<file path="config.mk">
export PLATFORM = sky130hd
export DESIGN_NAME = function_accumulator
export DESIGN_NICKNAME = d
export VERILOG_FILES = /design/src/rtl/function_accumulator.sv
export SDC_FILE = /design/constraint.sdc
export NUM_CORES = 2
export LEC_CHECK = 0
export CORE_ASPECT_RATIO = 0.7
export CORE_UTILIZATION = 30
export DETAILED_ROUTE_END_ITERATION = 8
export RECOVER_POWER = 25
export SYNTH_ARGS = -nofsm -noshare
export SYNTH_HDL_FRONTEND = slang
export SYNTH_SLANG_ARGS = --single-unit
export TNS_END_PERCENT = 50
</file>
<file path="constraint.sdc">
create_clock -name clk -period 32.5 [get_ports clk]
set_input_delay 9.75 -clock clk [delete_from_list [all_inputs] [get_ports clk]]
set_output_delay 9.75 -clock clk [all_outputs]
set_load 0.1 [all_outputs]
</file>
<file path="src/rtl/function_accumulator.sv">
// function_accumulator: fixed-point squaring accumulator.
// Each GO squares both lane operands with two iterative shift-add
// multipliers and adds f(x) = (x*x >> FRAC_BITS) + (x >>> 1) for each lane
// into a saturating accumulator. CLEAR, READ and COUNT complete in one cycle.
//
// state  | meaning
// -------+------------------------------------------------------------
// IDLE   | waiting for start; opcode and operands captured on start
// MULT   | DATA_WIDTH shift-add iterations for both lanes in parallel
// ACCUM  | saturating accumulate, count update, GO result formed
// DONE   | done high for one enabled cycle, then back to IDLE
module function_accumulator #(
  parameter int DATA_WIDTH = 32,
  parameter int FRAC_BITS  = 16,
  parameter int ACC_WIDTH  = 48,
  parameter int CNT_WIDTH  = 16
) (
  input  logic                  clk,
  input  logic                  rst,
  input  logic                  clk_en,
  input  logic                  start,
  input  logic [1:0]            n,
  input  logic [DATA_WIDTH-1:0] x_one,
  input  logic [DATA_WIDTH-1:0] x_two,
  output logic [DATA_WIDTH-1:0] result,
  output logic                  done,
  output logic                  overflow
);

  localparam int DW = DATA_WIDTH;
  localparam int PW = 2 * DATA_WIDTH;
  localparam int SW = ACC_WIDTH + 2;
  localparam int IW = $clog2(DATA_WIDTH + 1);

  // Spare encodings exist so that an upset state register falls back to IDLE.
  localparam logic [2:0] S_IDLE  = 3'd0;
  localparam logic [2:0] S_MULT  = 3'd1;
  localparam logic [2:0] S_ACCUM = 3'd2;
  localparam logic [2:0] S_DONE  = 3'd3;

  localparam logic [1:0] OP_CLEAR = 2'd0;
  localparam logic [1:0] OP_GO    = 2'd1;
  localparam logic [1:0] OP_READ  = 2'd2;
  localparam logic [1:0] OP_COUNT = 2'd3;

  logic [2:0]           state_q,       state_d;
  logic [IW-1:0]        iter_q,        iter_d;
  logic [DW-1:0]        xo_q,          xo_d;
  logic [DW-1:0]        xt_q,          xt_d;
  logic [PW-1:0]        mcand_one_q,   mcand_one_d;
  logic [PW-1:0]        mcand_two_q,   mcand_two_d;
  logic [DW-1:0]        mplier_one_q,  mplier_one_d;
  logic [DW-1:0]        mplier_two_q,  mplier_two_d;
  logic [PW-1:0]        prod_one_q,    prod_one_d;
  logic [PW-1:0]        prod_two_q,    prod_two_d;
  logic [ACC_WIDTH-1:0] sum_q,         sum_d;
  logic [CNT_WIDTH-1:0] count_q,       count_d;
  logic [DW-1:0]        result_q,      result_d;
  logic                 done_q,        done_d;
  logic                 ovf_q,         ovf_d;

  logic signed [SW-1:0] sq_one_s, sq_two_s, half_one_s, half_two_s, sum_ext;
  logic                 acc_ovf;
  logic [ACC_WIDTH-1:0] acc_sat;
  logic [DW-1:0]        cnt_res;

  // Magnitude of a two's complement value; the most negative value maps to
  // 2^(DW-1), which is still representable as an unsigned DW-bit number.
  function automatic logic [DW-1:0] magnitude(input logic [DW-1:0] v);
    if (v[DW-1]) begin
      return ~v + DW'(1);
    end
    return v;
  endfunction

  // Clamp an accumulator value into the signed DATA_WIDTH result range.
  function automatic logic [DW-1:0] sat_data(input logic [ACC_WIDTH-1:0] v);
    if ((&v[ACC_WIDTH-1:DW-1]) || !(|v[ACC_WIDTH-1:DW-1])) begin
      return v[DW-1:0];
    end
    if (v[ACC_WIDTH-1]) begin
      return {1'b1, {(DW-1){1'b0}}};
    end
    return {1'b0, {(DW-1){1'b1}}};
  endfunction

  // Squares are non-negative, so the logical shift equals the floor shift.
  assign sq_one_s   = $signed(SW'(prod_one_q >> FRAC_BITS));
  assign sq_two_s   = $signed(SW'(prod_two_q >> FRAC_BITS));
  assign half_one_s = $signed({{(SW-DW){xo_q[DW-1]}}, xo_q}) >>> 1;
  assign half_two_s = $signed({{(SW-DW){xt_q[DW-1]}}, xt_q}) >>> 1;
  assign sum_ext    = $signed({{2{sum_q[ACC_WIDTH-1]}}, sum_q})
                      + sq_one_s + half_one_s + sq_two_s + half_two_s;

  // Out of range whenever the bits above the accumulator sign disagree.
  assign acc_ovf = !((&sum_ext[SW-1:ACC_WIDTH-1]) || !(|sum_ext[SW-1:ACC_WIDTH-1]));
  assign acc_sat = !acc_ovf       ? sum_ext[ACC_WIDTH-1:0] :
                   sum_ext[SW-1]  ? {1'b1, {(ACC_WIDTH-1){1'b0}}} :
                                    {1'b0, {(ACC_WIDTH-1){1'b1}}};

  if (CNT_WIDTH >= DATA_WIDTH) begin : g_cnt_trunc
    assign cnt_res = count_q[DW-1:0];
  end else begin : g_cnt_ext
    assign cnt_res = {{(DW-CNT_WIDTH){1'b0}}, count_q};
  end

  // Next-state logic for the FSM, both multipliers and the accumulator.
  always_comb begin
    state_d      = state_q;
    iter_d       = iter_q;
    xo_d         = xo_q;
    xt_d         = xt_q;
    mcand_one_d  = mcand_one_q;
    mcand_two_d  = mcand_two_q;
    mplier_one_d = mplier_one_q;
    mplier_two_d = mplier_two_q;
    prod_one_d   = prod_one_q;
    prod_two_d   = prod_two_q;
    sum_d        = sum_q;
    count_d      = count_q;
    result_d     = result_q;
    done_d       = done_q;
    ovf_d        = ovf_q;

    if (clk_en) begin
      case (state_q)
        S_IDLE: begin
          done_d = 1'b0;
          if (start) begin
            case (n)
              OP_CLEAR: begin
                sum_d    = '0;
                count_d  = '0;
                ovf_d    = 1'b0;
                result_d = '0;
                done_d   = 1'b1;
                state_d  = S_DONE;
              end
              OP_GO: begin
                xo_d         = x_one;
                xt_d         = x_two;
                mcand_one_d  = {{DW{1'b0}}, magnitude(x_one)};
                mcand_two_d  = {{DW{1'b0}}, magnitude(x_two)};
                mplier_one_d = magnitude(x_one);
                mplier_two_d = magnitude(x_two);
                prod_one_d   = '0;
                prod_two_d   = '0;
                iter_d       = IW'(DATA_WIDTH);
                state_d      = S_MULT;
              end
              OP_READ: begin
                result_d = sat_data(sum_q);
                done_d   = 1'b1;
                state_d  = S_DONE;
              end
              default: begin
                result_d = cnt_res;
                done_d   = 1'b1;
                state_d  = S_DONE;
              end
            endcase
          end
        end
        S_MULT: begin
          if (mplier_one_q[0]) begin
            prod_one_d = prod_one_q + mcand_one_q;
          end
          if (mplier_two_q[0]) begin
            prod_two_d = prod_two_q + mcand_two_q;
          end
          mcand_one_d  = mcand_one_q << 1;
          mcand_two_d  = mcand_two_q << 1;
          mplier_one_d = mplier_one_q >> 1;
          mplier_two_d = mplier_two_q >> 1;
          iter_d       = iter_q - IW'(1);
          if (iter_q == IW'(1)) begin
            state_d = S_ACCUM;
          end
        end
        S_ACCUM: begin
          sum_d    = acc_sat;
          ovf_d    = ovf_q | acc_ovf;
          if (!(&count_q)) begin
            count_d = count_q + CNT_WIDTH'(1);
          end
          result_d = sat_data(acc_sat);
          done_d   = 1'b1;
          state_d  = S_DONE;
        end
        S_DONE: begin
          done_d  = 1'b0;
          state_d = S_IDLE;
        end
        default: begin
          done_d  = 1'b0;
          state_d = S_IDLE;
        end
      endcase
    end
  end

  // State registers; the enable is folded into the next-state logic above.
  always_ff @(posedge clk or posedge rst) begin
    if (rst) begin
      state_q      <= S_IDLE;
      iter_q       <= '0;
      xo_q         <= '0;
      xt_q         <= '0;
      mcand_one_q  <= '0;
      mcand_two_q  <= '0;
      mplier_one_q <= '0;
      mplier_two_q <= '0;
      prod_one_q   <= '0;
      prod_two_q   <= '0;
      sum_q        <= '0;
      count_q      <= '0;
      result_q     <= '0;
      done_q       <= 1'b0;
      ovf_q        <= 1'b0;
    end else begin
      state_q      <= state_d;
      iter_q       <= iter_d;
      xo_q         <= xo_d;
      xt_q         <= xt_d;
      mcand_one_q  <= mcand_one_d;
      mcand_two_q  <= mcand_two_d;
      mplier_one_q <= mplier_one_d;
      mplier_two_q <= mplier_two_d;
      prod_one_q   <= prod_one_d;
      prod_two_q   <= prod_two_d;
      sum_q        <= sum_d;
      count_q      <= count_d;
      result_q     <= result_d;
      done_q       <= done_d;
      ovf_q        <= ovf_d;
    end
  end

  assign result   = result_q;
  assign done     = done_q;
  assign overflow = ovf_q;

endmodule
</file>
Word level (Yosys, flattened, before mapping)
Cells that the tools add are included.
Widths: inputs -> output; s select.
{"block": "totals", "register_bits": 491, "in_bits": 70, "word_cells": 152, "out_inout_bits": 34}
{"block": "op_classes", "n_eq_ne": 13, "n_bitwise": 4, "reduce_logical": 27, "muxes": 83, "n_addsub": 10}
{"operator": "$mux 32", "count": 17}
{"operator": "$mux 64", "count": 8}
{"operator": "$pmux 64 s2", "count": 4}
{"operator": "$mux 48", "count": 4}
{"operator": "$pmux 32 s2", "count": 3}
{"operator": "$add 64x64->64", "count": 2}
{"operator": "$add 50x31->50", "count": 2}
{"operator": "$pmux 32 s3", "count": 1}
{"operator": "$pmux 48 s2", "count": 1}
{"operator": "$add 32x1->32 const B", "count": 2}
{"operator": "$not 32->32", "count": 2}
{"operator": "$add 48x49->50", "count": 1}
{"operator": "$add 50x49->50", "count": 1}
{"operator": "$mux 16", "count": 3}
{"operator": "$reduce_and 17->1", "count": 2}
{"operator": "$reduce_or 17->1", "count": 2}
{"operator": "$mux 1", "count": 32}
{"operator": "$pmux 16 s2", "count": 1}
{"operator": "$add 16x1->16 const B", "count": 1}
{"operator": "$reduce_and 16->1", "count": 1}
{"operator": "$reduce_and 4->1", "count": 4}
{"operator": "$reduce_and 5->1", "count": 3}
{"operator": "$mux 6", "count": 2}
{"operator": "$ne 2x2->1 const B", "count": 6}
{"operator": "other kinds (23)", "count": 32}

Depth between registers and ports, before layout
{"block": "logic_depth", "depth_word": 20, "mapped_depth": 23, "ltp_nobuf": 20}

Least setup slack after synthesis
OpenSTA, ideal clock, no wires.
{"block": "synth_timing", "path_kind": "input to register", "startpoint": "input port x_two[8]", "endpoint": "register mcand_two_q[30]", "path_slack_ps": 20044, "path_buffers": 0, "arrival_time_ps": 12360, "t_required_ps": 32405, "stages": 10, "path_cell_list": "or4_1 -> nor4_1 -> nand3_1 -> or3_1 -> nand2b_1 -> or3_1 -> o41ai_1 -> xnor2_1 -> nor2_1 -> o31ai_1"}
{"block": "synth_between", "elab_chain_len": 7}
{"item": "start, declared", "line_no": "24", "text": "input logic [DATA_WIDTH-1:0] x_two,"}
{"item": "$not 32->32", "line_no": "71", "text": "return ~v + DW'(1);"}
{"item": "$add 32x1->32", "line_no": "71"}
{"item": "$mux 32", "line_no": "70", "text": "if (v[DW-1]) begin"}
{"item": "$mux 32", "line_no": "73", "text": "return v;"}
{"item": "$mux 64", "line_no": "130", "text": "case (n)"}
{"item": "$mux 64", "line_no": "129", "text": "if (start) begin"}
{"item": "$pmux 64 s2", "line_no": "126", "text": "case (state_q)"}
{"item": "end signal, assigned", "line_no": "226", "text": "mcand_two_q <= mcand_two_d;"}
{"item": "end, declared", "line_no": "51", "text": "logic [PW-1:0] mcand_two_q, mcand_two_d;"}
No other way between the ends. The select of a mux whose other input is x is not followed.
A chain may end at the register's enable or synchronous reset.

==> metrics.yaml <==
status: "finished, violations left"
violations: "capacitance limit, slew limit"
setup_tns_ps: 0
final_nets: 4479
dieArea_um2: 119000
htreeDepth: 2
ant_nets: 0
cts_root_buffer: "clkbuf_16"
grt_remaining_overflow: 0
r2r_setup_slack_ps: 24870
hpwlAfterDp_um: 82100
timing.rr.start: "xo_q[31]$_DFFE_PP0P_"
path_clk_slew_ps: 60
fin_util: 0.343
start_util: 0.305
clock_latency_ps: 660
pin_count: 104
grt_max_degree: 108
wire_per_inst_um: 19.1
drc: 0
synth-edff-count: 0
fmax_mhz: 60.1
endpoint_kind: "async pin"
cts_setup_buffers: 0
portBuffers: 103
synth_cells: 4076
via_per_inst: 5.21
relSlewSlack: -2.42
layout_min_cycle_time_ps: 16630
rsz0062_at_grt: "false"
crit_path_start: "rst"
synth_top_area_frac: 0.346
cts_num_sinks: 488
dr.pass1.iters: 8
fp.dieW_um: 412
synthesis.area_um2: 35300
finalWirelength_um: 108000
ys_types: 86
cp.required_ps: 33130
max_stage_delay_ps: 2790
slowest_stage: "clkinvlp_2"
setup_viol: 0
fin_area_um2: 39700
reg2reg_to: "result[18]$_DFFE_PP0P_"
hold_path_class: "flip-flop to flip-flop"
crit_type: "input port to async pin"
crit_path_cell_trace: "dlygate4sd3_1 > clkinvlp_2 > clkbuf_1 > buf_4"
min_period_over_period: 0.512
ys_ff_latch: 488
vias: 29500
drive_gt1_frac: 0.0554
report.final.slew_viol_count: 431
synth_nets: 4479
avgSynthCellArea_um2: 8.66
place_area_um2: 37800
ys_seq_area_frac: 0.346
fin_skew_ps: 62.5
gp_congestion: 0.939
r2r_cells: 19
clk_path_buf_depth: 3
area_growth_pct: 12.4
synth_largest_area_cell: "dfrtp_1"
cts_tree: "yes"
arrival_ps: 17270
worst-path-max-fanout: 107
die_y_um: 289
grt_pass1_vias: 27100
hold_violations: 0
coreArea_um2: 116000
synth_common_cells: "488 x dfrtp_1, 483 x nand2_1, 454 x inv_1"
cp-start-kind: "input port"
tightestPinTransition_ps: 5110
crit_path_end: "mplier_one_q[25]$_DFFE_PP0P_"
cap_viol_max_count: 7
finalHoldWorstSlack_ps: 480
fp-row-count: 104
grt_pass1_wl_um: 169000
synthTopCellsByArea: "dfrtp_1 35%, fa_1 8.3%, ha_1 6.6%, nand2_1 5.1%, inv_1 4.8%"
cts_buffers: 52
yosysWarningCount: 0
cts-resized-gates: 0
antenna_found_initial: 5
track_usage: 0.180
yosysMostFrequentCell: "dfrtp_1"
async_reset_ff_frac: 1.00
drt_iter0_drc: 3045
yosys_most_used_dff: "dfrtp_1"
holdBufCountCts: 0
-- registers in the layout, indices dropped and copies added (netlist names) --
signal        flops
prod_two_q       64
done              1
sum_q            48
overflow          1
result           32
mplier_one_q     32
iter_q            6
prod_one_q       64
mcand_one_q      64
count_q          16
mcand_two_q      64
xt_q             31
xo_q             31
mplier_two_q     32
state_q           2
-- cell usage in the layout, fill, tap and decap left out, drive strengths merged, types with 16 or more instances in the layout --
cell type | synthesis | final
nand2b | 39 | 39
inv | 455 | 454
dfrtp | 488 | 488
xor2 | 90 | 90
clkinv | 0 | 18
nor2 | 353 | 353
or3 | 27 | 27
and3 | 24 | 24
o21ai | 284 | 284
xnor2 | 134 | 134
fa | 146 | 146
nand3 | 125 | 125
nand2 | 483 | 483
mux2 | 61 | 61
clkdlybuf4s50 | 0 | 100
nor2b | 20 | 20
a21oi | 250 | 250
o21bai | 37 | 37
nor3 | 36 | 36
a211oi | 17 | 17
o211ai | 25 | 25
o21a | 19 | 19
a221oi | 24 | 24
buf | 27 | 24
and2 | 16 | 16
ha | 187 | 187
nand4 | 39 | 39
clkbuf | 161 | 73
a31oi | 41 | 41
a21o | 105 | 105
o31ai | 116 | 116
a22o | 70 | 70
nor4 | 17 | 17
-- worst min-delay path by stage --
stage	from	end	cells after the start
floorplan	mplier_one_q[1]$_DFFE_PP0P_	mplier_one_q[1]$_DFFE_PP0P_	2
global placement	mplier_two_q[19]$_DFFE_PP0P_	mplier_two_q[19]$_DFFE_PP0P_	2
detailed placement	mplier_one_q[4]$_DFFE_PP0P_	mplier_one_q[4]$_DFFE_PP0P_	2
CTS	mplier_one_q[4]$_DFFE_PP0P_	mplier_one_q[4]$_DFFE_PP0P_	2
global route	mplier_two_q[15]$_DFFE_PP0P_	mplier_two_q[15]$_DFFE_PP0P_	2
finish	mplier_two_q[20]$_DFFE_PP0P_	mplier_two_q[20]$_DFFE_PP0P_	2
-- layer usage --
layer / track usage / vias up / share of wire
met2: 0.231 / 991 / 0.37
met5: 0 / - / 0.00021
met4: 0.0259 / 4 / 0.012
met1: 0.297 / 14300 / 0.53
met3: 0.0427 / 94 / 0.091
li1: - / 14000 / -
-- cells by family (layout without fill, tap and decap cells) --
group	after synthesis	count (layout)	synth area share
multiplexers	70	70	0.0220
XOR/XNOR	224	224	0.0556
adder cells (fa/ha/maj)	333	333	0.149
flip-flops	488	488	0.346
other	0	2	0
AND/OR/NAND/NOR	1217	1217	0.153
buffers and inverters	643	686	0.0691
AO/OA/AOI/OAI	1101	1101	0.206
-- through the flow --
stage,worst slack [ps],instances
after floorplan,9130,4076
after global placement,19110,5559
after detailed placement,19050,5559
after CTS,19750,5656
after global routing,14530,5657
final,15870,5658
-- layout make-up --
type,instances,area (µm²)
inverter,455,1710
clock inverter,31,425
multi-input combinational,2945,20700
timing repair buffer,134,1240
clock buffer,66,1470
sequential,488,12200
antenna,2,5.00
fill,11900,76100
tap,1537,1920
-- worst max-delay path: cells and delay by family --
family	cells	cell delay [ps]
buffers and inverters	4	7210
Power is left out: the tool's default activity adds up to more than one toggle a clock period on the data nets, which glitch-free logic cannot reach.
